**src/rtl/ctu_fanout_dispatcher.sv**
```systemverilog
// Drains the source CTU, looks up each popped gate's fanout list in the FT and
// writes every fanout entry into the destination CTU (which removes duplicates).
module ctu_fanout_dispatcher #(
  parameter int data_wd    = 11,
  parameter int hi         = 10,
  parameter int lo         = 0,
  parameter int ft_add_wd  = 12,
  parameter int cnt_wd     = 8,
  parameter int ft_data_wd = 20,
  parameter int stat_wd    = 16
) (
  input  logic                  clk,
  input  logic                  rst,
  input  logic                  start,
  output logic                  busy,
  output logic                  done,
  input  logic                  src_empty,
  input  logic [data_wd-1:0]    src_EV_out,
  output logic                  src_cs,
  output logic                  src_rd,
  output logic                  ft_rd,
  output logic [ft_add_wd-1:0]  ft_add,
  input  logic [ft_data_wd-1:0] ft_data,
  input  logic                  dst_full,
  output logic                  dst_cs,
  output logic                  dst_wr,
  output logic [data_wd-1:0]    dst_EV_in,
  output logic [stat_wd-1:0]    gate_cnt,
  output logic [stat_wd-1:0]    ev_cnt
);

  typedef enum logic [2:0] {
    IDLE  = 3'd0,
    CHECK = 3'd1,
    HDR   = 3'd2,
    FETCH = 3'd3,
    EMIT  = 3'd4,
    STALL = 3'd5,
    DONE  = 3'd6
  } state_t;

  localparam logic [cnt_wd-1:0]    rem_one_c  = cnt_wd'(1'b1);
  localparam logic [cnt_wd-1:0]    cnt_zero_c = cnt_wd'(1'b0);
  localparam logic [ft_add_wd-1:0] ptr_one_c  = ft_add_wd'(1'b1);
  localparam logic [stat_wd-1:0]   stat_one_c = stat_wd'(1'b1);

  state_t                 state_r;
  logic [ft_add_wd-1:0]   ptr_r;
  logic [cnt_wd-1:0]      rem_r;
  logic [data_wd-1:0]     hold_r;
  logic [stat_wd-1:0]     gate_cnt_r;
  logic [stat_wd-1:0]     ev_cnt_r;

  logic [cnt_wd-1:0]      hdr_cnt_s;
  logic [ft_add_wd-1:0]   hdr_base_s;
  logic [ft_add_wd-1:0]   hdr_idx_s;
  logic [data_wd-1:0]     fan_ev_s;

  logic                   src_rd_s;
  logic                   ft_rd_s;
  logic [ft_add_wd-1:0]   ft_add_s;
  logic                   dst_wr_s;
  logic [data_wd-1:0]     dst_ev_s;
  logic                   busy_s;
  logic                   done_s;

  assign hdr_cnt_s  = ft_data[cnt_wd+ft_add_wd-1:ft_add_wd];
  assign hdr_base_s = ft_data[ft_add_wd-1:0];
  assign hdr_idx_s  = ft_add_wd'(src_EV_out[hi:lo]);
  assign fan_ev_s   = ft_data[data_wd-1:0];

  // State, fanout pointer/remaining count, stall hold and pass statistics
  always_ff @(posedge clk) begin
    if (rst) begin
      state_r    <= IDLE;
      ptr_r      <= {ft_add_wd{1'b0}};
      rem_r      <= {cnt_wd{1'b0}};
      hold_r     <= {data_wd{1'b0}};
      gate_cnt_r <= {stat_wd{1'b0}};
      ev_cnt_r   <= {stat_wd{1'b0}};
    end else begin
      case (state_r)
        IDLE: begin
          if (start) begin
            state_r    <= CHECK;
            gate_cnt_r <= {stat_wd{1'b0}};
            ev_cnt_r   <= {stat_wd{1'b0}};
          end
        end
        CHECK: begin
          if (src_empty) begin
            state_r <= DONE;
          end else begin
            gate_cnt_r <= gate_cnt_r + stat_one_c;
            state_r    <= HDR;
          end
        end
        HDR: begin
          rem_r   <= hdr_cnt_s;
          ptr_r   <= hdr_base_s;
          state_r <= (hdr_cnt_s == cnt_zero_c) ? CHECK : FETCH;
        end
        FETCH: begin
          ptr_r   <= ptr_r + ptr_one_c;
          state_r <= EMIT;
        end
        EMIT: begin
          hold_r <= fan_ev_s;
          if (!dst_full) begin
            ev_cnt_r <= ev_cnt_r + stat_one_c;
            rem_r    <= rem_r - rem_one_c;
            state_r  <= (rem_r == rem_one_c) ? CHECK : FETCH;
          end else begin
            state_r <= STALL;
          end
        end
        STALL: begin
          if (!dst_full) begin
            ev_cnt_r <= ev_cnt_r + stat_one_c;
            rem_r    <= rem_r - rem_one_c;
            state_r  <= (rem_r == rem_one_c) ? CHECK : FETCH;
          end
        end
        DONE: begin
          state_r <= IDLE;
        end
        default: begin
          state_r <= IDLE;
        end
      endcase
    end
  end

  // Strobes decoded from state; the EMIT write uses live FT data, STALL replays the held entry
  always_comb begin
    src_rd_s = 1'b0;
    ft_rd_s  = 1'b0;
    ft_add_s = {ft_add_wd{1'b0}};
    dst_wr_s = 1'b0;
    dst_ev_s = hold_r;
    busy_s   = 1'b0;
    done_s   = 1'b0;
    case (state_r)
      IDLE: begin
        busy_s = 1'b0;
      end
      CHECK: begin
        busy_s = 1'b1;
        if (!src_empty) begin
          src_rd_s = 1'b1;
          ft_rd_s  = 1'b1;
          ft_add_s = hdr_idx_s;
        end else begin
          src_rd_s = 1'b0;
        end
      end
      HDR: begin
        busy_s = 1'b1;
      end
      FETCH: begin
        busy_s   = 1'b1;
        ft_rd_s  = 1'b1;
        ft_add_s = ptr_r;
      end
      EMIT: begin
        busy_s   = 1'b1;
        dst_ev_s = fan_ev_s;
        if (!dst_full) begin
          dst_wr_s = 1'b1;
        end else begin
          dst_wr_s = 1'b0;
        end
      end
      STALL: begin
        busy_s = 1'b1;
        if (!dst_full) begin
          dst_wr_s = 1'b1;
        end else begin
          dst_wr_s = 1'b0;
        end
      end
      DONE: begin
        done_s = 1'b1;
      end
      default: begin
        busy_s = 1'b0;
      end
    endcase
  end

  assign src_rd    = src_rd_s;
  assign src_cs    = src_rd_s;
  assign ft_rd     = ft_rd_s;
  assign ft_add    = ft_add_s;
  assign dst_wr    = dst_wr_s;
  assign dst_cs    = dst_wr_s;
  assign dst_EV_in = dst_ev_s;
  assign busy      = busy_s;
  assign done      = done_s;
  assign gate_cnt  = gate_cnt_r;
  assign ev_cnt    = ev_cnt_r;

endmodule

```
**config.mk**
```make
export PLATFORM = sky130hd
export DESIGN_NAME = ctu_fanout_dispatcher
export DESIGN_NICKNAME = d
export VERILOG_FILES = /design/src/rtl/ctu_fanout_dispatcher.sv
export SDC_FILE = /design/constraint.sdc
export NUM_CORES = 1
export LEC_CHECK = 0
export ABC_AREA = 1
export CORE_MARGIN = 1.5
export CORE_UTILIZATION = 49
export CTS_CLUSTER_SIZE = 20
export DETAILED_ROUTE_END_ITERATION = 10
export GPL_TIMING_DRIVEN = 0
export PLACE_DENSITY = 0.8
export SLEW_MARGIN = 25
export SYNTH_ARGS = -nofsm -noshare
export SYNTH_HDL_FRONTEND = slang
export SYNTH_SLANG_ARGS = --single-unit
export TNS_END_PERCENT = 30
```
**constraint.sdc**
```tcl
create_clock -name clk -period 2.5 [get_ports clk]
set_input_delay 0.75 -clock clk [delete_from_list [all_inputs] [get_ports clk]]
set_output_delay 0.75 -clock clk [all_outputs]
set_load 0.02 [all_outputs]
```
# Word level (Yosys, flattened, before mapping)
# Index checks and enable logic that the tools add are counted.
[totals] reg_bits=66 inputBits=36
[classes] n_eq_ne=11 reduce_logical=12 addsub=4 mux=25
[op_table] operator="$pmux W16 S2" count=2
[op_table] operator="$mux W16" count=3
[op_table] operator="$pmux W12 S2" count=2
[op_table] operator="$add A16 B1 Y16 const B" count=2
[op_table] operator="$mux W11" count=2
[op_table] operator="$pmux W3 S6" count=1
[op_table] operator="$pmux W8 S2" count=1
[op_table] operator="$add A12 B1 Y12 const B" count=1
[op_table] operator="$mux W3" count=4
[op_table] operator="$eq A3 B3 Y1 const B" count=3
[op_table] operator="$eq A8 B1 Y1 const B" count=1
[op_table] operator="$logic_not A8 Y1" count=1
[op_table] operator="$mux W8" count=1
[op_table] operator="$ne A2 B2 Y1 const B" count=4
[op_table] operator="$reduce_bool A2 Y1" count=4
[op_table] operator="$sub A8 B1 Y8 const B" count=1
[op_table] operator="$eq A3 B2 Y1 const B" count=2
[op_table] operator="$mux W1" count=6
[op_table] operator="$reduce_and A3 Y1" count=2
[op_table] operator="$reduce_or A5 Y1" count=1
[op_table] operator="$mux W2" count=2
[op_table] operator="$reduce_and A2 Y1" count=2
[op_table] operator="$eq A3 B1 Y1 const B" count=1
[op_table] operator="$logic_not A3 Y1" count=1
[op_table] operator="2 further kinds" count=2

# Longest topological paths before layout
# Gate-level depths: netlist of run 1.
[logic_depth] word_depth=4 mapped_depth=9 mapped_depth_nobuf=9

# Worst setup path after synthesis of run 1
# Ideal clock, no wire load.
[synth_path] path_kind="reg2out" from="reg state_r[0]" to="out ft_add[0]" path_stages_with_launch=9 t_required_ns=1.750 path_slack_ns=0.268 arrival_ns=1.482 cell_sequence="dfxtp_1 buf_2 nand2_1 nor2_1 inv_1 nor2_1 buf_2 nand2_1 o21ai_0"
[synth_via] elab_chain_cells=2 elab_cells_between_ends=3
[synth_rtl] item="start: declaration" line_no="47" text="state_t state_r;"
[synth_rtl] item="start signal: assignment" line_no="101" text="state_r <= (hdr_cnt_s == cnt_zero_c) ? CHECK : FETCH;"
[synth_rtl] item="start signal: assignment" line_no="112" text="state_r <= (rem_r == rem_one_c) ? CHECK : FETCH;"
[synth_rtl] item="start signal: assignment" line_no="121" text="state_r <= (rem_r == rem_one_c) ? CHECK : FETCH;"
[synth_rtl] item="$eq A3 B2 Y1 or $eq A3 B1 Y1 (tied branches)" line_no="143" text="case (state_r)"
[synth_rtl] item="$pmux W12 S2 *" line_no="143"
[synth_rtl] item="end: declaration" line_no="22" text="output logic [ft_add_wd-1:0] ft_add,"
# Mark *: on every way between the ends. The rest lies on a longest branch, timed or not.

# Worst setup path after layout of run 1
[layout_path] from="reg state_r[2]" to="out dst_EV_in[3]"
[layout_via] elab_chain_cells=2
[layout_rtl] item="$eq A3 B3 Y1" line_no="143"
[layout_rtl] item="$mux W11"
[layout_rtl] item="end: declaration" line_no="27" text="output logic [data_wd-1:0] dst_EV_in,"
# Every way passes these cells.

==> results of run 1 <==
[timing repair]
item | CTS | global route
resized for setup | 122 | 48
endpoints found under the setup margin | 30 | 24
gates cloned | 1 | 1
pin swaps | 2 | 6
hold buffers | 0 | 0
setup buffers | 4 | 7
[path summary, 6_finish.rpt]
path | startpoint | end | slack, ns | cells past startpoint
worst max-delay path | state_r[2] | dst_EV_in[3] | 0.01 | 9
worst max register to register | state_r[2] | ev_cnt[2] | 0.67 | 10
worst min register to register | gate_cnt[2] | gate_cnt[2] | 0.49 | 2
worst min-delay path | gate_cnt[2] | gate_cnt[2] | 0.49 | 2
[registers in the layout, indices dropped and copies added, names as in the netlist]
signal and cells:
ev_cnt 16, gate_cnt 16, ptr_r 12, hold_r 11
rem_r 8, state_r 3
[metrics by stage]
step	total power (uW)	instances	cell area (sq um)	util (%)	TNS, ns
6_report	4200	817	5270	71.2	0
4_1_cts	4080	810	5150	69.5	-1.02
3_3_place_gp	3150	789	4910	66.3	-12.99
3_5_place_dp	3190	789	4910	66.3	-13.13
5_1_grt	4460	817	5270	71.2	-0.327
2_1_floorplan	2590	593	3810	-	0
[metal layers]
| metal | vias to the layer above | part of all wire [%] | global-route usage [%] | wire length [microns] |
|---|---|---|---|---|
| met5 | - | 0 | 0 | 0 |
| met4 | 0 | 2.0 | 12.1 | 219 |
| met3 | 22 | 6.2 | 4.52 | 670 |
| met2 | 166 | 49 | 42.8 | 5310 |
| met1 | 1977 | 43 | 32.1 | 4650 |
| li1 | 2164 | - | - | - |
[cell usage in the layout, fill, tap and decap left out, types with 16 or more instances in the layout]
master           instances
buf_4                   16
nand4_1                 16
a21oi_1                 49
o21ai_0                 30
buf_2                   19
dfxtp_1                 63
clkdlybuf4s50_1         65
inv_1                   69
nor2_1                  68
nand3_1                 40
nand2_1                140
[tightest hold or removal path: stages, from the launching register on]
cell and delay (ns):
dfxtp_1 0.33, inv_1 0.06, a21oi_1 0.05
[final cells by class]
cell class / instances / area, sq um / area share [%]
well taps: 99 / 124 / 2.35
flip-flops and latches: 66 / 1330 / 25.2
clock inverters: 2 / 10.0 / 0.190
clock buffers: 14 / 173 / 3.28
plain buffers: 18 / 138 / 2.61
multi-input cells: 427 / 2180 / 41.4
inverters: 81 / 329 / 6.24
repair buffers: 110 / 987 / 18.7
[cell families after synthesis]
kind of cell	after synthesis	share of synthesized area (%)
and+or+nand+nor	307	35.6
AOI/OAI and AO/OA	110	16.1
buffers and inverters	100	10.9
DFF	66	34.6
xor gates and xnor gates	5	1.15
adders and majority gates	5	1.64
[where the power goes]
| group | switching [uW] | internal, uW |
|---|---|---|
| clock | 407 | 439 |
| sequential | 151 | 1220 |
| combinational | 1210 | 775 |
==> flow_metrics.env, run 1 <==
export IMPL_synth_cells=593
export IMPL_yosys_warnings=0
export IMPL_cp_top_family="buffers and inverters"
export IMPL_cp_max_fo=7
export IMPL_arrival_ns=1.74
export IMPL_rsz0062_at_grt="true"
export IMPL_drive_above_1_share_pct=16.7
export IMPL_worst_setup_path_start_kind="flop"
export IMPL_layout_nets=754
export IMPL_drc=0
export IMPL_synthFlopType="dfxtp_1"
export IMPL_fin_hold_ws_ns=0.485
export IMPL_fmax_mhz=402
export IMPL_finalCritPeriodShare_pct=99.5
export IMPL_yosys_area_top_type_share_pct=34.6
export IMPL_grt_pass1_wl_microns=17400
export IMPL_antenna_found_initial=0
export IMPL_cts_sinks=66
export IMPL_maxCapViolCount=0
export IMPL_worst_endpoint_required_ns=1.75
export IMPL_ys_ff_latch=66
export IMPL_cts_tree="built"
export IMPL_clk_latency_ns=0.36
export IMPL_fin_skew_ns=0.00815
export IMPL_synth_edff_count=0
export IMPL_area_growth_pct=38.2
export IMPL_drt_iter0_drc=190
export IMPL_io_buffers=97
export IMPL_setup_slack_ns=0.0136
export IMPL_drt_total_wl_microns=10800
export IMPL_synth_area_leaders="dfxtp_1 (35%), nand2_1 (14%), inv_1 (7.3%)"
export IMPL_yosysMostFrequentCell="nand2_1"
export IMPL_p_leak_uw=0.00231
export IMPL_power_density_nw_per_um2=797
export IMPL_vias=4329
export IMPL_cts_buffers=9
export IMPL_hold_path_class="reg2reg"
export IMPL_io_pins=98
export IMPL_synth_seq_area_share_pct=34.6
export IMPL_syn_area_sq_um=3810
export IMPL_ys_async_sr_fraction_pct=0
export IMPL_initial_utilization_pct=51.5
export IMPL_fp_dieH_microns=91.2
export IMPL_dp_hpwl_microns=7650
export IMPL_max_slew_margin_rel_pct=60.7
export IMPL_worst_setup_path_end_kind="output port"
export IMPL_final_antenna_net_count=0
export IMPL_clockRootBuffer="clkbuf_8"
export IMPL_avgSynthCellArea_sq_um=6.43
export IMPL_grt_max_degree=11
export IMPL_syn_nets=634
export IMPL_h_tree_depth=3
export IMPL_max_stage_delay_ns=0.38
export IMPL_slew_violations=0
export IMPL_path_cells="clkinv_8 > nor2_8 > inv_8 > nor2_4 > inv_4 > clkbuf_16 > o21ai_4 > inv_2 > buf_6"
export IMPL_grt_use_total_pct=25.7
export IMPL_pre_cts_ws_ns=-0.780
export IMPL_synth_top_area_cell="dfxtp_1"
export IMPL_hold_viol_final=0
export IMPL_cpMaxStageDelayCell="dfxtp_4"
export IMPL_avgViaCountPerCell=5.30
export IMPL_status="finished clean"
export IMPL_first_global_vias=3926
export IMPL_dr_pass1_iters=5
export IMPL_path_class="reg2out"
export IMPL_die_w_microns=91.2
export IMPL_fin_crit_ns=2.49
export IMPL_worst_pin_slew_ns=0.590
export IMPL_synth_cell_types=38
export IMPL_clk_pin_slew_ns=0.07
export IMPL_rows=31
export IMPL_place_congestion=0.868
export IMPL_die_area_sq_um=8320
export IMPL_core_sq_um=7410
export IMPL_worst_path_buf_inv=6
export IMPL_diodes=0
export IMPL_clockBufferDepth=2
export IMPL_grt_overflow_total=0
export IMPL_max_vdd_ir_drop_v=0.000454
export IMPL_wire_per_inst_microns=13.3
export IMPL_synth_commonest_cells="nand2_1 (141), inv_1 (74), nor2_1 (70), dfxtp_1 (66), a21oi_1 (49)"
export IMPL_fill_cells=622
export IMPL_setup_violations=0
Power figures use the tool's default switching activity.
==> run 2: changes to the inputs <==
--- a/config.mk
+++ b/config.mk
@@ -6,6 +6,7 @@
 export NUM_CORES = 1
 export LEC_CHECK = 0
 export ABC_AREA = 1
+export CAP_MARGIN = 20
 export CORE_MARGIN = 1.5
 export CORE_UTILIZATION = 49
 export CTS_CLUSTER_SIZE = 20
==> results of run 2 <==
The final DEF is identical to that of run 1; final timing and power are the same.
==> edit 1 (config.mk and constraints of run 1) <==
Change the parameter `stat_wd` from 16 to 24.
--- a/src/rtl/ctu_fanout_dispatcher.sv
+++ b/src/rtl/ctu_fanout_dispatcher.sv
@@ -9,3 +9,3 @@
   parameter int ft_data_wd = 20,
-  parameter int stat_wd    = 16
+  parameter int stat_wd    = 24
 ) (
Interface: changed (resized ev_cnt and gate_cnt); port bits go from 98 to 114. The function was not compared with the original's and may differ.
==> edit 1 against run 1 <==
  * The run now ends with setup timing left
  * Synthesized area is 19% higher
  * Wire length is 20% higher
  * Clock skew is 0.0086 ns higher
  * Total power is 17% higher
  * Global-route usage is 0.77 points higher
  * Worst setup slack worse by 0.014 ns
  * Cell area is 15% higher
  * Via count is 17% higher
  * Sequential cell count is 16 higher
  * Combinational power is 13% higher
==> edit 1: results (changes against run 1) <==
| Metric | Value |
|---|---|
| Sequential share of cell area | `27.3% (was 25.2%)` |
| CP max FO | `10 (was 7)` |
| Clock skew | `0.0167 ns (was 0.00815 ns)` |
| Vias per inst | `5.39 (was 5.30)` |
| Multi-input combinational area share | `39.6% (was 41.4%)` |
| Comb power frac | `45.1% (was 47.2%)` |
| Register area share after synthesis | `36.1% (was 34.6%)` |
| Worst hold start | `ev_cnt[4] (was gate_cnt[2])` |
| Net count after synthesis | `742 (was 634)` |
| Layout cells sized above 1 | `12.8% (was 16.7%)` |
| Synth cell types | `41 (was 38)` |
| Worst Hold End | `ev_cnt[4] (was gate_cnt[2])` |
| Hold slack | `0.468 ns (was 0.485 ns)` |
| Routed wire per std cell | `13.8 um (was 13.3 um)` |
| Status | `complete, but fails checks (was finished clean)` |
| Non-clock inverters | `119 (was 81)` |
| Setup violations, final | `1 (was 0)` |
| DRT iter0 DRCs | `330 (was 190)` |
| Top cells by area, synth | `dfxtp_1 36%, nand2_1 13%, inv_1 9.0% (was dfxtp_1 35%, nand2_1 14%, inv_1 7.3%)` |
| Area grow syn2layout | `32.9% (was 38.2%)` |
| Reg2reg start | `ev_cnt[0] (was state_r[2])` |
| Final WS setup | `-0.000407 ns (was 0.0136 ns)` |
| Failing checks | `setup timing` |
| RD Place Congestion | `0.845 (was 0.868)` |
| Yosys reg bits | `82 (was 66)` |
| # port buffers | `112 (was 97)` |
| Worst Reg-to-Reg Cells | `9 (was 10)` |
==> edit 1: metal layers <==
metal / up-vias / part of all wire, % / GRT usage, %
met5: - / 0 / 0
met4: 0 / 2.1 / 8.23
met3: 31 / 6.0 / 4.36
met2: 202 / 48 / 45.7
met1: 2339 / 43 / 34.0
li1: 2514 / - / -
==> edit 1: worst min-delay path: cells and delay by family, from the launching register on <==
family,cells,cell delay (ns)
flops,1,0.33
buf+inv,1,0.05
compound gates,1,0.05
==> edit 1: repair_timing <==
action / in CTS / in global routing
pin swaps: 4 / 4
hold buffers: 0 / 0
gates cloned: 1 / 0
setup endpoints to repair: 30 / 26
setup buffers: 3 / 3
resized for setup: 137 / 15
==> edit 1: logic make-up (layout without fill, tap and decap cells) <==
group	after synthesis	count (layout)	share of synthesized area, %
XOR/XNOR	4	4	0.770
buffers and inverters	136	271	12.2
flip-flops	82	82	36.1
adder cells (fa/ha/maj)	5	5	1.38
AO/OA/AOI/OAI	131	131	16.5
AND/OR/NAND/NOR	343	343	33.1
==> edit 2 (settings of run 1) <==
Without the edit above. Make the reset (`rst`) asynchronous in one clocked block.
--- a/src/rtl/ctu_fanout_dispatcher.sv
+++ b/src/rtl/ctu_fanout_dispatcher.sv
@@ -72,3 +72,3 @@
   // State, fanout pointer/remaining count, stall hold and pass statistics
-  always_ff @(posedge clk) begin
+  always_ff @(posedge clk or posedge rst) begin
     if (rst) begin
Function: differs if rst is asserted again (counterexample within 4 cycles, from zero or initial values and one cycle with rst high); with rst held inactive, the same outputs for 10 cycles.
==> edit 2 against run 1 <==
  * Register-to-register slack gained 0.14 ns
  * Synthesized cell count grew 1.2%
  * Sequential power grew 25%
  * Global-route usage grew 0.46 points
  * Sequential cell count is the same
  * Worst setup slack lost 0.0010 ns
  * Synthesized area grew 7.0%
  * Critical path depth is the same
  * Total power grew 29%
  * Cell area grew 4.3%
  * Via count grew 2.7%
  * Maximum frequency is essentially flat
  * Wire length grew 6.7%
==> edit 2: results (changes against run 1) <==
| Metric | Value |
|---|---|
| Top cells by area, synth | `dfrtp_1 40%, nand2_1 17%, inv_1 7.6% (was dfxtp_1 35%, nand2_1 14%, inv_1 7.3%)` |
| Global Route met1 Usage | `32.3% (was 32.1%)` |
| Xor/xnor cell area share of the yosys netlist | `0.644% (was 1.15%)` |
| R2R Path End | `ev_cnt[8] (was ev_cnt[2])` |
| CP max FO | `5 (was 7)` |
| Clock skew | `0.00819 ns (was 0.00815 ns)` |
| First-pass GRT wire length | `18500 um (was 17400 um)` |
| Setup crit start | `state_r[2] (unchanged)` |
| Leak | `0.00270 uW (was 0.00231 uW)` |
| Register area share after synthesis | `40.5% (was 34.6%)` |
| Post-synth ARST share | `100% (was 0%)` |
| Largest net degree at the start of global routing | `50 (was 11)` |
| Vias in the first global route | `4073 (was 3926)` |
| Hpwl dp | `8200 um (was 7650 um)` |
| Routed wire per std cell | `13.9 um (was 13.3 um)` |
| Reg-to-reg slack, setup | `0.81 ns (was 0.67 ns)` |
| Fin util | `67.6% (was 71.2%)` |
| Worst slack, placed | `-0.760 ns (was -0.780 ns)` |
| Leading area contributor after synthesis | `dfrtp_1 (was dfxtp_1)` |
| Synth cell types | `36 (was 38)` |
| Hold slack | `0.486 ns (was 0.485 ns)` |
| Max IR drop VDD | `658 uV (was 454 uV)` |
| FILL cells | `712 (was 622)` |
| Post-Syn Instances | `600 (was 593)` |
| Vias per inst | `5.35 (was 5.30)` |
| Worst hold start | `hold_r[0] (was gate_cnt[2])` |
| List of most frequent post-synthesis cells | `188 x nand2_1, 83 x inv_1, 66 x dfrtp_1 (was 141 x nand2_1, 74 x inv_1, 70 x nor2_1)` |
| Compound-Gate Fraction of Synth Area | `11.5% (was 16.1%)` |
| Reg2reg start | `ev_cnt[0] (was state_r[2])` |
| Nets@finish | `762 (was 754)` |
| Net count after synthesis | `641 (was 634)` |
| Status | `finished clean (unchanged)` |
| Worst Setup EP | `ft_add[3] (was dst_EV_in[3])` |
| Met3 usage | `4.77% (was 4.52%)` |
| Crit path time final | `2.49 ns (about the same)` |
| Gr usage total | `26.2% (was 25.7%)` |
| Synth Area in Adders | `1.53% (was 1.64%)` |
| RD Place Congestion | `0.970 (was 0.868)` |
edit 2: cell count changes after synthesis, sizes merged, moves of 7 or more:
| cell | run 1 | this run |
|---|---|---|
| a21oi | 49 | 13 |
| dfxtp | 66 | 0 |
| nor2 | 78 | 69 |
| nand4 | 16 | 26 |
| inv | 81 | 88 |
| or2 | 13 | 1 |
| nand2 | 145 | 193 |
| dfrtp | 0 | 66 |
| o21ai | 44 | 54 |
edit 2: what timing repair did:
action                     CTS  global route
pin swaps                    2             4
setup buffers                2            10
cloned                       0             1
setup endpoints to repair   30            27
gates resized for setup    144            28
edit 2: power by group:
group / internal, uW / leakage, uW / switching [uW]
combinational: 1050 / 0.00176 / 1760
clock: 454 / 0.0000958 / 435
sequential: 1400 / 0.000853 / 310
edit 2: final cells by class:
cell class	instances	area share, %
Multi-Input combinational cell	430	37.3
Sequential cell	66	30.1
Timing Repair Buffer	111	18.7
Inverter	89	6.19
Tap cell	105	2.39
Clock buffer	10	2.32
Buffer	14	1.93
Clock inverter	6	1.05
